<file path="config.mk">
export PLATFORM = sky130hd
export DESIGN_NAME = uart_rx_fsm
export DESIGN_NICKNAME = d
export VERILOG_FILES = /design/src/rtl/uart_rx_pkg.sv /design/src/rtl/uart_rx_edge_bit_counter.sv /design/src/rtl/uart_rx_fsm.sv
export SDC_FILE = /design/constraint.sdc
export NUM_CORES = 1
export LEC_CHECK = 0
export CELL_PAD_IN_SITES_DETAIL_PLACEMENT = 1
export CELL_PAD_IN_SITES_GLOBAL_PLACEMENT = 1
export CORE_UTILIZATION = 40
export CTS_CLUSTER_SIZE = 25
export DETAILED_ROUTE_END_ITERATION = 16
export HOLD_SLACK_MARGIN = 0.15
export PLACE_DENSITY_LB_ADDON = 0.3
export SKIP_CTS_REPAIR_TIMING = 1
export SLEW_MARGIN = 10
export SYNTH_ARGS = -nofsm -noshare
export SYNTH_HDL_FRONTEND = slang
export SYNTH_SLANG_ARGS = --single-unit
</file>
<file path="constraint.sdc">
create_clock -name clk -period 6.3 [get_ports clk]
set_input_delay 1.26 -clock clk [delete_from_list [all_inputs] [get_ports clk]]
set_output_delay 1.26 -clock clk [all_outputs]
set_load 0.02 [all_outputs]
</file>
<file path="src/rtl/uart_rx_pkg.sv">
// Shared types and constants for the UART receive frame controller.
// The optional BREAK state is only entered when UART_RX_BREAK_DETECT_EN is defined.
package uart_rx_pkg;

  typedef enum logic [2:0] {
    ST_IDLE   = 3'd0,
    ST_START  = 3'd1,
    ST_DATA   = 3'd2,
    ST_PARITY = 3'd3,
    ST_STOP   = 3'd4,
    ST_BREAK  = 3'd5
  } rx_state_e;

  // Tick offsets from P/2: sampled_bit is valid at SP, checker results arrive at EV.
  localparam int          SP_OFFSET    = 2;
  localparam int          EV_OFFSET    = 3;
  localparam int unsigned MIN_PRESCALE = 8;
  localparam int          BIT_CNT_W    = 4;

  function automatic int unsigned eff_prescale(input int unsigned p);
    return (p < MIN_PRESCALE) ? MIN_PRESCALE : p;
  endfunction

endpackage

</file>
<file path="src/rtl/uart_rx_edge_bit_counter.sv">
// Oversample edge counter and frame bit counter for the UART receiver.
// The oversampling ratio is captured on start_i and held for the whole frame.
module uart_rx_edge_bit_counter
  import uart_rx_pkg::*;
#(
  parameter int PRESCALE_WIDTH = 6
) (
  input  logic                      clk_i,
  input  logic                      rst_i,
  input  logic                      start_i,
  input  logic                      clear_i,
  input  logic                      en_i,
  input  logic [PRESCALE_WIDTH-1:0] prescale_i,
  output logic [PRESCALE_WIDTH-1:0] edge_cnt_o,
  output logic [PRESCALE_WIDTH-1:0] edge_nxt_o,
  output logic [PRESCALE_WIDTH-1:0] prescale_o,
  output logic [BIT_CNT_W-1:0]      bit_cnt_o
);

  localparam int PW = PRESCALE_WIDTH;

  logic [PW-1:0]        edge_q, edge_d;
  logic [PW-1:0]        p_q, p_d;
  logic [BIT_CNT_W-1:0] bit_q, bit_d;
  logic                 at_last;

  assign at_last = (edge_q == (p_q - PW'(1)));

  always_comb begin
    edge_d = edge_q;
    bit_d  = bit_q;
    p_d    = p_q;
    if (start_i) begin
      edge_d = '0;
      bit_d  = '0;
      p_d    = PW'(eff_prescale(32'(prescale_i)));
    end else if (clear_i) begin
      edge_d = '0;
      bit_d  = '0;
    end else if (en_i) begin
      if (at_last) begin
        edge_d = '0;
        bit_d  = bit_q + BIT_CNT_W'(1);
      end else begin
        edge_d = edge_q + PW'(1);
      end
    end
  end

  always_ff @(posedge clk_i or posedge rst_i) begin
    if (rst_i) begin
      edge_q <= '0;
      bit_q  <= '0;
      p_q    <= PW'(MIN_PRESCALE);
    end else begin
      edge_q <= edge_d;
      bit_q  <= bit_d;
      p_q    <= p_d;
    end
  end

  assign edge_cnt_o = edge_q;
  assign edge_nxt_o = edge_d;
  assign prescale_o = p_q;
  assign bit_cnt_o  = bit_q;

endmodule

</file>
<file path="src/rtl/uart_rx_fsm.sv">
// UART receive frame controller: sequences start/data/parity/stop and strobes the checkers.
// Define UART_RX_BREAK_DETECT_EN to report all-zero frames as a line break (break_det).
module uart_rx_fsm
  import uart_rx_pkg::*;
#(
  parameter int DATA_WIDTH     = 8,
  parameter int PRESCALE_WIDTH = 6
) (
  input  logic                      clk,
  input  logic                      reset,
  input  logic                      rx_in,
  input  logic [PRESCALE_WIDTH-1:0] prescale,
  input  logic                      par_en,
  input  logic                      sampled_bit,
  input  logic                      start_bit_error,
  input  logic                      par_err,
  input  logic                      stop_err,
  output logic [PRESCALE_WIDTH-1:0] edge_cnt,
  output logic [BIT_CNT_W-1:0]      bit_cnt,
  output logic                      sampler_en,
  output logic                      start_chk_en,
  output logic                      par_chk_en,
  output logic                      stop_chk_en,
  output logic                      deser_en,
  output logic                      data_valid,
  output logic                      framing_error,
  output logic                      break_det
);

  localparam int PW = PRESCALE_WIDTH;

  rx_state_e     state_q, state_d;
  logic          par_err_q, par_err_d;
  logic [PW-1:0] p_lat, edge_nxt, sp_tick, ev_tick, last_tick;
  logic          start_frame, clear_cnt, in_frame;
  logic          at_sp, at_ev, at_last, at_sp_nxt;

  logic sampler_en_q, sampler_en_d;
  logic start_chk_en_q, start_chk_en_d;
  logic par_chk_en_q, par_chk_en_d;
  logic stop_chk_en_q, stop_chk_en_d;
  logic deser_en_q, deser_en_d;
  logic data_valid_q, data_valid_d;
  logic framing_error_q, framing_error_d;
  logic break_det_q, break_det_d;

`ifdef UART_RX_BREAK_DETECT_EN
  logic seen_one_q, seen_one_d;
`else
  logic unused_sampled_bit;
  assign unused_sampled_bit = sampled_bit;
`endif

  assign sp_tick   = (p_lat >> 1) + PW'(SP_OFFSET);
  assign ev_tick   = (p_lat >> 1) + PW'(EV_OFFSET);
  assign last_tick = p_lat - PW'(1);
  assign at_sp     = (edge_cnt == sp_tick);
  assign at_ev     = (edge_cnt == ev_tick);
  assign at_last   = (edge_cnt == last_tick);
  assign at_sp_nxt = (edge_nxt == sp_tick);

  assign in_frame    = (state_q == ST_START) || (state_q == ST_DATA) ||
                       (state_q == ST_PARITY) || (state_q == ST_STOP);
  assign start_frame = (state_q == ST_IDLE) && !rx_in;
  assign clear_cnt   = (state_d == ST_IDLE) || (state_d == ST_BREAK);

  uart_rx_edge_bit_counter #(
    .PRESCALE_WIDTH (PRESCALE_WIDTH)
  ) u_counter (
    .clk_i      (clk),
    .rst_i      (reset),
    .start_i    (start_frame),
    .clear_i    (clear_cnt),
    .en_i       (in_frame),
    .prescale_i (prescale),
    .edge_cnt_o (edge_cnt),
    .edge_nxt_o (edge_nxt),
    .prescale_o (p_lat),
    .bit_cnt_o  (bit_cnt)
  );

  always_comb begin
    state_d         = state_q;
    par_err_d       = par_err_q;
    data_valid_d    = 1'b0;
    framing_error_d = 1'b0;
    break_det_d     = 1'b0;
`ifdef UART_RX_BREAK_DETECT_EN
    seen_one_d = seen_one_q |
                 (sampled_bit && at_sp && in_frame && (state_q != ST_START));
`endif
    case (state_q)
      ST_IDLE: begin
        if (!rx_in) begin
          state_d   = ST_START;
          par_err_d = 1'b0;
`ifdef UART_RX_BREAK_DETECT_EN
          seen_one_d = 1'b0;
`endif
        end
      end
      ST_START: begin
        // A failed start check is a line glitch: drop back silently.
        if (at_ev && start_bit_error) begin
          state_d = ST_IDLE;
        end else if (at_last) begin
          state_d = ST_DATA;
        end
      end
      ST_DATA: begin
        if (at_last && (bit_cnt == BIT_CNT_W'(DATA_WIDTH))) begin
          state_d = par_en ? ST_PARITY : ST_STOP;
        end
      end
      ST_PARITY: begin
        if (at_ev && par_err) begin
          par_err_d = 1'b1;
        end
        if (at_last) begin
          state_d = ST_STOP;
        end
      end
      ST_STOP: begin
        // Leave at EV rather than P-1 so a following start bit is not missed.
        if (at_ev) begin
`ifdef UART_RX_BREAK_DETECT_EN
          if (stop_err && !seen_one_q) begin
            break_det_d = 1'b1;
            state_d     = ST_BREAK;
          end else
`endif
          begin
            data_valid_d    = !(par_err_q || stop_err);
            framing_error_d = par_err_q || stop_err;
            state_d         = ST_IDLE;
          end
        end
      end
`ifdef UART_RX_BREAK_DETECT_EN
      ST_BREAK: begin
        if (rx_in) begin
          state_d = ST_IDLE;
        end
      end
`endif
      default: state_d = ST_IDLE;
    endcase
  end

  // Enables are registered from the next state and next edge count so each
  // one is high exactly in the cycle where edge_cnt equals SP.
  always_comb begin
    sampler_en_d   = (state_d != ST_IDLE);
    start_chk_en_d = (state_d == ST_START)  && at_sp_nxt;
    deser_en_d     = (state_d == ST_DATA)   && at_sp_nxt;
    par_chk_en_d   = (state_d == ST_PARITY) && at_sp_nxt;
    stop_chk_en_d  = (state_d == ST_STOP)   && at_sp_nxt;
  end

  always_ff @(posedge clk or posedge reset) begin
    if (reset) begin
      state_q         <= ST_IDLE;
      par_err_q       <= 1'b0;
      sampler_en_q    <= 1'b0;
      start_chk_en_q  <= 1'b0;
      par_chk_en_q    <= 1'b0;
      stop_chk_en_q   <= 1'b0;
      deser_en_q      <= 1'b0;
      data_valid_q    <= 1'b0;
      framing_error_q <= 1'b0;
      break_det_q     <= 1'b0;
`ifdef UART_RX_BREAK_DETECT_EN
      seen_one_q      <= 1'b0;
`endif
    end else begin
      state_q         <= state_d;
      par_err_q       <= par_err_d;
      sampler_en_q    <= sampler_en_d;
      start_chk_en_q  <= start_chk_en_d;
      par_chk_en_q    <= par_chk_en_d;
      stop_chk_en_q   <= stop_chk_en_d;
      deser_en_q      <= deser_en_d;
      data_valid_q    <= data_valid_d;
      framing_error_q <= framing_error_d;
      break_det_q     <= break_det_d;
`ifdef UART_RX_BREAK_DETECT_EN
      seen_one_q      <= seen_one_d;
`endif
    end
  end

  assign sampler_en    = sampler_en_q;
  assign start_chk_en  = start_chk_en_q;
  assign par_chk_en    = par_chk_en_q;
  assign stop_chk_en   = stop_chk_en_q;
  assign deser_en      = deser_en_q;
  assign data_valid    = data_valid_q;
  assign framing_error = framing_error_q;
  assign break_det     = break_det_q;

endmodule

</file>
Word level (Yosys, flattened, before mapping):

Index checks and enable logic that the tools add are counted.

* input bits: 14
* output and inout port bits: 18
* word-level logic and storage cells: 80
* bits in registers: 27

* add/sub/neg operators: 5
* equal/unequal tests: 15
* reduce and logical (&&, ||, !) cells: 23
* magnitude comparators: 1
* muxes and demuxes: 24

Operators with widths (count)
* $mux W6: 5
* $mux W3: 7
* $eq A6 B6 Y1: 3
* $mux W4: 4
* $pmux W3 S5: 1
* $add A5 B2 Y6 const B: 2
* $eq A3 B2 Y1 const B: 4
* $eq A3 B3 Y1 const B: 3
* $reduce_bool A3 Y1: 3
* $logic_and A1 B1 Y1: 8
* $add A6 B1 Y6 const B: 1
* $eq A3 B1 Y1 const B: 2
* $logic_not A3 Y1: 2
* $lt A6 B4 Y1 const B: 1
* $mux W1: 6
* $sub A6 B1 Y6 const B: 1
* $logic_or A1 B1 Y1: 5
* $add A4 B1 Y4 const B: 1
* $eq A4 B4 Y1 const B: 1
* $reduce_and A3 Y1: 1
* $logic_not A1 Y1: 2
* $ne A2 B1 Y1 const B: 1
* $ne A2 B2 Y1 const B: 1
* $pmux W1 S2: 1
* 2 further kinds: 2

Logic depth before layout (Yosys ltp):

Gate-level depths: netlist (run 1).

* depth in word-level cells: 11
* mapped depth: 9
* gate-level depth less buffers: 9

By module:

From an unflattened synthesis (run 1), not the netlist that was laid out.

* cells, all modules: 216
* area total of the unflattened synthesis: 1971.9 um2

By module, submodules not included
* uart_rx_fsm: times used 1, area each 1054.8 um2, sequential area each 275.3 um2, cells an instance 121
* uart_rx_edge_bit_counter: times used 1, area each 917.1 um2, sequential area each 401.6 um2, cells an instance 95

Least setup slack after synthesis (run 1):

Ideal clock, no wire load.

* path kind: input -> register
* from: in rx_in
* to: reg par_chk_en_q, in the netlist par_chk_en
* data arrival time: 2.809 ns
* setup time: 0.094 ns
* cell stages on the path: 5
* buffers on the path: 0
* data required time: 6.206 ns
* path slack: 3.398 ns
* path through: nor4_1 > o31ai_4 > o221ai_2 > o211ai_1 > a221oi_2

* cells in the longest elaborated chain, start to end: 8
* elaborated cells between the ends (all ways): 12
* those cells by class: 3 x eq/ne; 4 x mux; 5 x reduce/logical

Ends and longest elaborated chain
* start, declared: line uart_rx_fsm.sv:11 `input logic rx_in,`
* $mux W3: line uart_rx_fsm.sv:94 `if (!rx_in) begin`
* $pmux W3 S5: line uart_rx_fsm.sv:92 `case (state_q)`
* $eq A3 B3 Y1 or $logic_not A3 Y1 (tied branches): line uart_rx_fsm.sv:65 `assign clear_cnt = (state_d == ST_IDLE) || (state_d == ST_BREAK);`
* $logic_or A1 B1 Y1: line uart_rx_fsm.sv:65
* $mux W6: line uart_rx_edge_bit_counter.sv:37 `end else if (clear_i) begin`
* $mux W6: line uart_rx_edge_bit_counter.sv:33 `if (start_i) begin`
* $eq A6 B6 Y1: line uart_rx_fsm.sv:60 `assign at_sp_nxt = (edge_nxt == sp_tick);`
* $logic_and A1 B1 Y1 *: line uart_rx_fsm.sv:156 `par_chk_en_d = (state_d == ST_PARITY) && at_sp_nxt;`
* net par_chk_en_d: line uart_rx_fsm.sv:40 `logic par_chk_en_q, par_chk_en_d;`
* end signal, assigned: line uart_rx_fsm.sv:180 `par_chk_en_q <= par_chk_en_d;`
* end, declared: line uart_rx_fsm.sv:40

Mark *: on every way through the listed nets, which the timed path passes. The rest lies on a longest branch.
A chain may end at the register's enable or synchronous reset.

Final worst setup path (run 1):

* from: reg u_counter.p_q[2], in the netlist u_counter.prescale_o[2]
* to: reg par_chk_en_q, in the netlist par_chk_en

* cells in the longest elaborated chain, start to end: 11
* elaborated cells between the ends (all ways): 23
* those cells by class: 3 x add/sub; 5 x eq/ne; 10 x mux; 5 x reduce/logical

Ends and longest elaborated chain
* start, declared: line uart_rx_edge_bit_counter.sv:23 `logic [PW-1:0] p_q, p_d;`
* start signal, assigned: line uart_rx_edge_bit_counter.sv:54 `p_q <= PW'(MIN_PRESCALE);`
* start signal, assigned: line uart_rx_edge_bit_counter.sv:58 `p_q <= p_d;`
* $sub A6 B1 Y6 or $add A5 B2 Y6 (tied branches): line uart_rx_edge_bit_counter.sv:27, uart_rx_fsm.sv:56, uart_rx_fsm.sv:55
* $eq A6 B6 Y1, on equally long branches: line uart_rx_edge_bit_counter.sv:27, uart_rx_fsm.sv:59, uart_rx_fsm.sv:58
* $mux W3, or another cell as far along: line uart_rx_fsm.sv:106 `end else if (at_last) begin`
* $mux W3, on equally long branches: line uart_rx_fsm.sv:104, uart_rx_fsm.sv:111
* $pmux W3 S5: line uart_rx_fsm.sv:92
* $eq A3 B3 Y1 or $logic_not A3 Y1 (tied branches): line uart_rx_fsm.sv:65
* $logic_or A1 B1 Y1: line uart_rx_fsm.sv:65
* $mux W6: line uart_rx_edge_bit_counter.sv:37
* $mux W6: line uart_rx_edge_bit_counter.sv:33
* $eq A6 B6 Y1: line uart_rx_fsm.sv:60
* $logic_and A1 B1 Y1 *: line uart_rx_fsm.sv:156
* net par_chk_en_d: line uart_rx_fsm.sv:40

Marks and branches as above.

==> results of run 1 <==
==> worst max path at each step <==
stage | endpoint | from | cells after the start
2_1_floorplan | par_chk_en | rx_in | 5
3_3_place_gp | par_chk_en | rx_in | 7
3_5_place_dp | par_chk_en | rx_in | 7
4_1_cts | par_chk_en | u_counter.prescale_o[2] | 9
5_1_grt | par_chk_en | u_counter.prescale_o[2] | 9
6_report | par_chk_en | u_counter.prescale_o[2] | 9
==> layer usage <==
layer	vias to the layer above	global-route usage [%]	share of wire, %
met2	15	34.2	49
met4	0	3.92	0.41
met3	2	1.27	1.3
met5	-	0	0
li1	783	-	-
met1	774	26.4	50
==> cell families (layout without fill, tap and decap cells) <==
kind of cell | count (synthesis) | count (layout)
other | 1 | 1
adders and majority gates | 9 | 9
buffers and inverters | 20 | 45
and+or+nand+nor | 82 | 82
AOI/OAI and AO/OA | 41 | 41
xor gates and xnor gates | 30 | 30
DFF | 27 | 27
==> power by group through the flow <==
stage	logic (W)	registers [W]	clock network (W)
2_1_floorplan	0.000517	0.000285	0
3_3_place_gp	0.000613	0.000320	0
3_5_place_dp	0.000633	0.000323	0
4_1_cts	0.000637	0.000320	0.000104
5_1_grt	0.000703	0.000329	0.000110
6_report	0.000631	0.000320	0.0000996
==> cells in the mapped netlist, types with 2 or more instances <==
cell	number
and4_1	2
nand3_1	8
xnor2_1	15
a21oi_1	5
buf_2	4
inv_1	11
o21ai_1	2
a21o_1	3
nor4_1	5
nand2b_1	3
nand3b_1	2
dfrtp_1	26
nor2b_1	4
nand2_1	20
ha_1	9
a31oi_1	2
or3_1	2
a211o_1	2
xor2_1	14
nor2_1	17
buf_6	3
o21ai_0	12
nor3_1	9
==> stage by stage <==
stage | util, % | setup slack [ns]
2_1_floorplan | - | 3.40
6_report | 50.8 | 3.23
4_1_cts | 50.8 | 3.23
3_3_place_gp | 49.8 | 3.09
5_1_grt | 50.8 | 2.97
3_5_place_dp | 49.8 | 3.07
==> critical path: cells and delay by family (launching register included) <==
family                   cells  cell delay [ns]
flip-flops                   1             0.47
XOR/XNOR                     1             0.19
AND/OR/NAND/NOR              3             1.03
AO/OA/AOI/OAI                3             0.76
adder cells (fa/ha/maj)      1             0.29
buffers and inverters        1             0.24
==> layout make-up <==
| cell class | count | area [sq um] |
|---|---|---|
| Clock inverter | 1 | 5.00 |
| Timing Repair Buffer | 30 | 298 |
| Sequential cell | 27 | 677 |
| Clock buffer | 3 | 41.3 |
| Tap cell | 52 | 65.1 |
| Fill cell | 522 | 2220 |
| Multi-Input combinational cell | 163 | 1160 |
| Inverter | 11 | 41.3 |
==> registers in the layout (all words and copies together) (netlist names) <==
signal,cells
par_err_q,1
par_chk_en,1
data_valid,1
sampler_en,1
u_counter.edge_cnt_o,6
u_counter.prescale_o,6
stop_chk_en,1
u_counter.bit_cnt_o,4
framing_error,1
deser_en,1
state_q,3
start_chk_en,1
==> out/qor.yml, run 1 <==
synth:
  synth_top_family_by_area: "simple AND/OR/NAND/NOR gates"
  syn_area_sq_mm: 0.00194
  synthSimpleGateAreaFrac_pct: 23.2
  yosysTopAreaCell: "dfrtp_1"
  synth-seq-cells: 27
  synth.top_cell.area_share_pct: 33.6
  synth-edff-count: 0
  synth.area.mux_share_pct: 0
  synth_area_per_cell_sq_um: 9.23
  synth_area_leaders: "dfrtp_1, xnor2_1, xor2_1, ha_1, nand2_1"
  synthCells: 210
  synth_compound_gate_area_share_pct: 15.9
  synth.yosys.seq_area_share_pct: 34.9
  synth-xor-area-share_pct: 14.5
  ys.flop_type: "dfrtp_1"
  syn_nets: 233
  yosys_warnings: 0
  synthAdderAreaFrac_pct: 5.81
  async_flop_share_pct: 100
  synthDistinctLibCells: 53
floorplan:
  fp.coreArea_sq_mm: 0.00450
  num_rows: 24
  initial_core_util_pct: 43.0
  die_y_microns: 71.6
  dieArea_sq_mm: 0.00513
  die_w_microns: 71.6
  io_pins: 32
run:
  maxCapViolations: 0
route:
  drtAntennaViolNets: 0
  first_iter_violations: 59
  via_per_inst: 5.48
  wire_per_inst_microns: 16.1
  dr.pass1.iters: 4
  drc: 0
  vias: 1574
  drt-total-wl_microns: 4630
worst_setup_path:
  path_cells: "inv_1 > ha_1 > nor4b_2 > xnor2_1 > nand4_2 > or3_1 > o221ai_2 > o211ai_1 > a221oi_2"
  endpoint_kind: "flip-flop"
  cp-start-kind: "flip-flop"
  reg2reg_from: "u_counter.prescale_o[2]"
  rr_endpoint: "par_chk_en"
  required_ns: 6.48
  max_stage_delay_ns: 0.48
  worstSetupPathType: "flip-flop to flip-flop"
  rrSetupSlack_ns: 3.23
  cp_slowest_cell: "or3_1"
  crit_fanout: 7
  critPathArrivalTime_ns: 3.25
  ff2ff_path_depth: 9
global_route:
  grt_pass1_wl_microns: 7870
  grt.overflow.total: 0
  grt_pass1_vias: 1667
  grt_max_degree: 28
  antenna_found_initial: 0
  gr-usage-all-layers_pct: 19.4
clocking:
  cts_tree: "done"
  path_clk_slew_ns: 0.10
  clk_path_buf_depth: 2
  cts.sink_count: 27
  clockRootBuffer: "clkbuf_8"
  numCtsBuffers: 3
  htree_num_levels: 1
  clock_latency_ns: 0.27
finish:
  fin_cells: 287
  n_antenna_cell: 0
  finalInstanceArea_sq_mm: 0.00229
  layout_common_cells: "clkdlybuf4s50_1, dfrtp_1, nand2_1"
  mostFrequentLayoutCell: "clkdlybuf4s50_1"
  layout-drive-gt1-share_pct: 8.09
  nets: 259
  area_growth_pct: 18.1
pwr:
  seqPwrFrac_pct: 30.4
  internal_power_w: 0.000533
  combPwrFrac_pct: 60.1
  p_leak_nw: 0.913
  clkPwrFrac_pct: 9.5
  netSwitchingFraction_pct: 49.2
  total_power_w: 0.00105
  powerDensity_mw_per_mm2: 459
  p_switching_w: 0.000516
  vdd_ir_drop_max_mv: 0.192
timing:
  fin_crit_sh_pct: 48.7
  setup_viol: 0
  slew_headroom_pct: 29.2
  hold_violations: 0
  worstMarginPinSlew_ns: 1.06
  max_freq_mhz: 326
  hold_ws_ns: 0.482
  finalClockSkew_ns: 0.00358
  period_needed_ns: 3.07
  rsz0062_at_grt: "false"
  tns_ns: 0
  slew_violations: 0
placement:
  place_hpwl_microns: 3510
  placedInstanceArea_sq_mm: 0.00224
  port_buffers: 29
  place.gp.congestion: 0.777
  place_inst: 283
worst_hold_path:
  hp-class: "flip-flop to flip-flop"
  min_from: "par_err_q"
  min_delay_path_depth: 1
  hold-path-endpoint: "data_valid"
run_status:
  status: "complete, no violations"
Power figures use the tool's default switching activity.
==> run 2, diff against run 1 <==
==> constraint.sdc (replaced) <==
create_clock -name clk -period 2.96 [get_ports clk]
set_input_delay 0.592 -clock clk [delete_from_list [all_inputs] [get_ports clk]]
set_output_delay 0.592 -clock clk [all_outputs]
set_load 0.02 [all_outputs]
==> run 2 against run 1 <==
Against the previous run:
- clock skew fell by 0.00081 ns
- first-iteration DRC count decreased by 29%
- sequential share of layout area decreased by 1.1 points
- via count rose by 3.9%
- hold slack improved by 0.018 ns
- critical path depth is 1 lower
- non-clock buffer count is 11 higher
- sequential power increased by 110%
- global-route usage grew 1.1 points
- cell count is 3.8% higher
- cell area rose by 3.9%
- critical path type unchanged
==> out/qor.yml, run 2 (synthesis gave the netlist of run 1 again) <==
floorplan:
  num_rows: 24
  dieArea_sq_mm: 0.00513
  die_y_microns: 71.6
  io_pins: 32
  initial_core_util_pct: 43.0
  fp.coreArea_sq_mm: 0.00450
  die_w_microns: 71.6
clocking:
  cts.sink_count: 27
  clock_latency_ns: 0.28
  path_clk_slew_ns: 0.10
  numCtsBuffers: 3
  clk_path_buf_depth: 2
  cts_tree: "done"
  clockRootBuffer: "clkbuf_8"
  htree_num_levels: 1
worst_setup_path:
  cp_slowest_cell: "dfstp_2"
  cp-start-kind: "flip-flop"
  max_stage_delay_ns: 0.65
  endpoint_kind: "flip-flop"
  path_cells: "ha_1 > a21oi_2 > xor2_1 > nor4b_4 > and4_1 > o221ai_2 > o31a_1 > a221oi_2"
  worstSetupPathType: "flip-flop to flip-flop"
  critPathArrivalTime_ns: 3.02
  required_ns: 3.16
  crit_fanout: 9
finish:
  layout_common_cells: "clkdlybuf4s50_1, dfrtp_1, nand2_1"
  nets: 270
  layout-drive-gt1-share_pct: 12.6
  regArea_sq_um: 677
  area_growth_pct: 22.7
  nFillCells: 530
  n_antenna_cell: 0
  multiInputGateArea_sq_mm: 0.00117
  mostFrequentLayoutCell: "clkdlybuf4s50_1"
route:
  route.met2.wl_microns: 2580
  top_layer_used: "met4"
  drt-total-wl_microns: 5050
  met3_length_microns: 124
  via_per_inst: 5.49
  drc: 0
  drtAntennaViolNets: 0
  wire_per_inst_microns: 16.9
  vias: 1635
  first_iter_violations: 42
  wl_met1_microns: 2310
  dr.pass1.iters: 4
placement:
  place_hpwl_microns: 3810
  place.gp.congestion: 0.796
  pre_cts_ws_ns: 0.160
  port_buffers: 29
global_route:
  antenna_found_initial: 0
  grt.overflow.total: 0
  grt_max_degree: 28
  grt_pass1_vias: 1687
  gr-usage-all-layers_pct: 20.6
  grt_pass1_wl_microns: 8170
timing:
  finalClockSkew_ns: 0.00278
  setup_ws_ns: 0.137
  slew_headroom_pct: 66.1
  tns_ns: 0
  fin_crit_sh_pct: 95.4
  slew_violations: 0
  max_freq_mhz: 354
  hold_violations: 0
  period_needed_ns: 2.82
  setup_viol: 0
  worstMarginPinSlew_ns: 0.505
pwr:
  powerDensity_mw_per_mm2: 1000
  p_leak_nw: 0.966
  total_power_w: 0.00239
  vdd_ir_drop_max_mv: 0.523
worst_hold_path:
  hp-class: "flip-flop to flip-flop"
run:
  maxCapViolations: 0
run_status:
  status: "complete, no violations"
-- run 2: cell types whose count changed in the layout (fill, tap and decap cells not counted), sizes merged --
cell	previous run	this run
clkinv	1	0
clkbuf	3	4
buf	1	12
-- run 2: final cells by class --
type                            count  share of cell area [%]
Multi-Input combinational cell    163                    49.2
Inverter                           11                    1.74
Timing Repair Buffer               41                    16.0
Clock buffer                        4                    1.89
Sequential cell                    27                    28.5
Tap cell                           52                    2.74
-- run 2: path summary, 6_finish.rpt --
kind / end / startpoint / depth (start not counted) / slack [ns]
setup / recovery: par_chk_en / u_counter.prescale_o[3] / 8 / 0.14
hold / removal: data_valid / par_err_q / 1 / 0.50
setup reg to reg: par_chk_en / u_counter.prescale_o[3] / 8 / 0.14
hold reg to reg: data_valid / par_err_q / 1 / 0.50
max in group asynchronous: u_counter.prescale_o[3] / reset / 3 / 1.98
min in group asynchronous: u_counter.prescale_o[4] / reset / 3 / 0.68
-- run 2: per-layer routing --
layer  up-vias  global-route usage [%]
li1        810                       -
met1       799                    26.2
met2        21                    37.4
met3         5                    3.09
met4         0                    3.27
met5         -                       0
-- run 2: where the power goes --
group | switching [W] | internal (W)
logic | 0.000832 | 0.000666
registers | 0.000198 | 0.000471
clock network | 0.000125 | 0.0000969
total | 0.00115 | 0.00123
-- run 2: worst max-delay path: cells and delay by family (launching register included) --
family	cells	cell delay [ns]
adders and majority gates	1	0.33
AOI/OAI and AO/OA	4	0.90
DFF	1	0.65
and+or+nand+nor	2	0.66
xor gates and xnor gates	1	0.20
-- run 2: metrics by stage --
stage	utilization, %	std cells	hold slack, ns	cell area, sq um
after floorplan	-	210	0.432	1940
after global placement	50.9	290	0.458	2290
after detailed placement	50.9	290	0.484	2290
after CTS	51.9	294	0.497	2340
after global routing	52.8	298	0.523	2380
final	52.8	298	0.500	2380
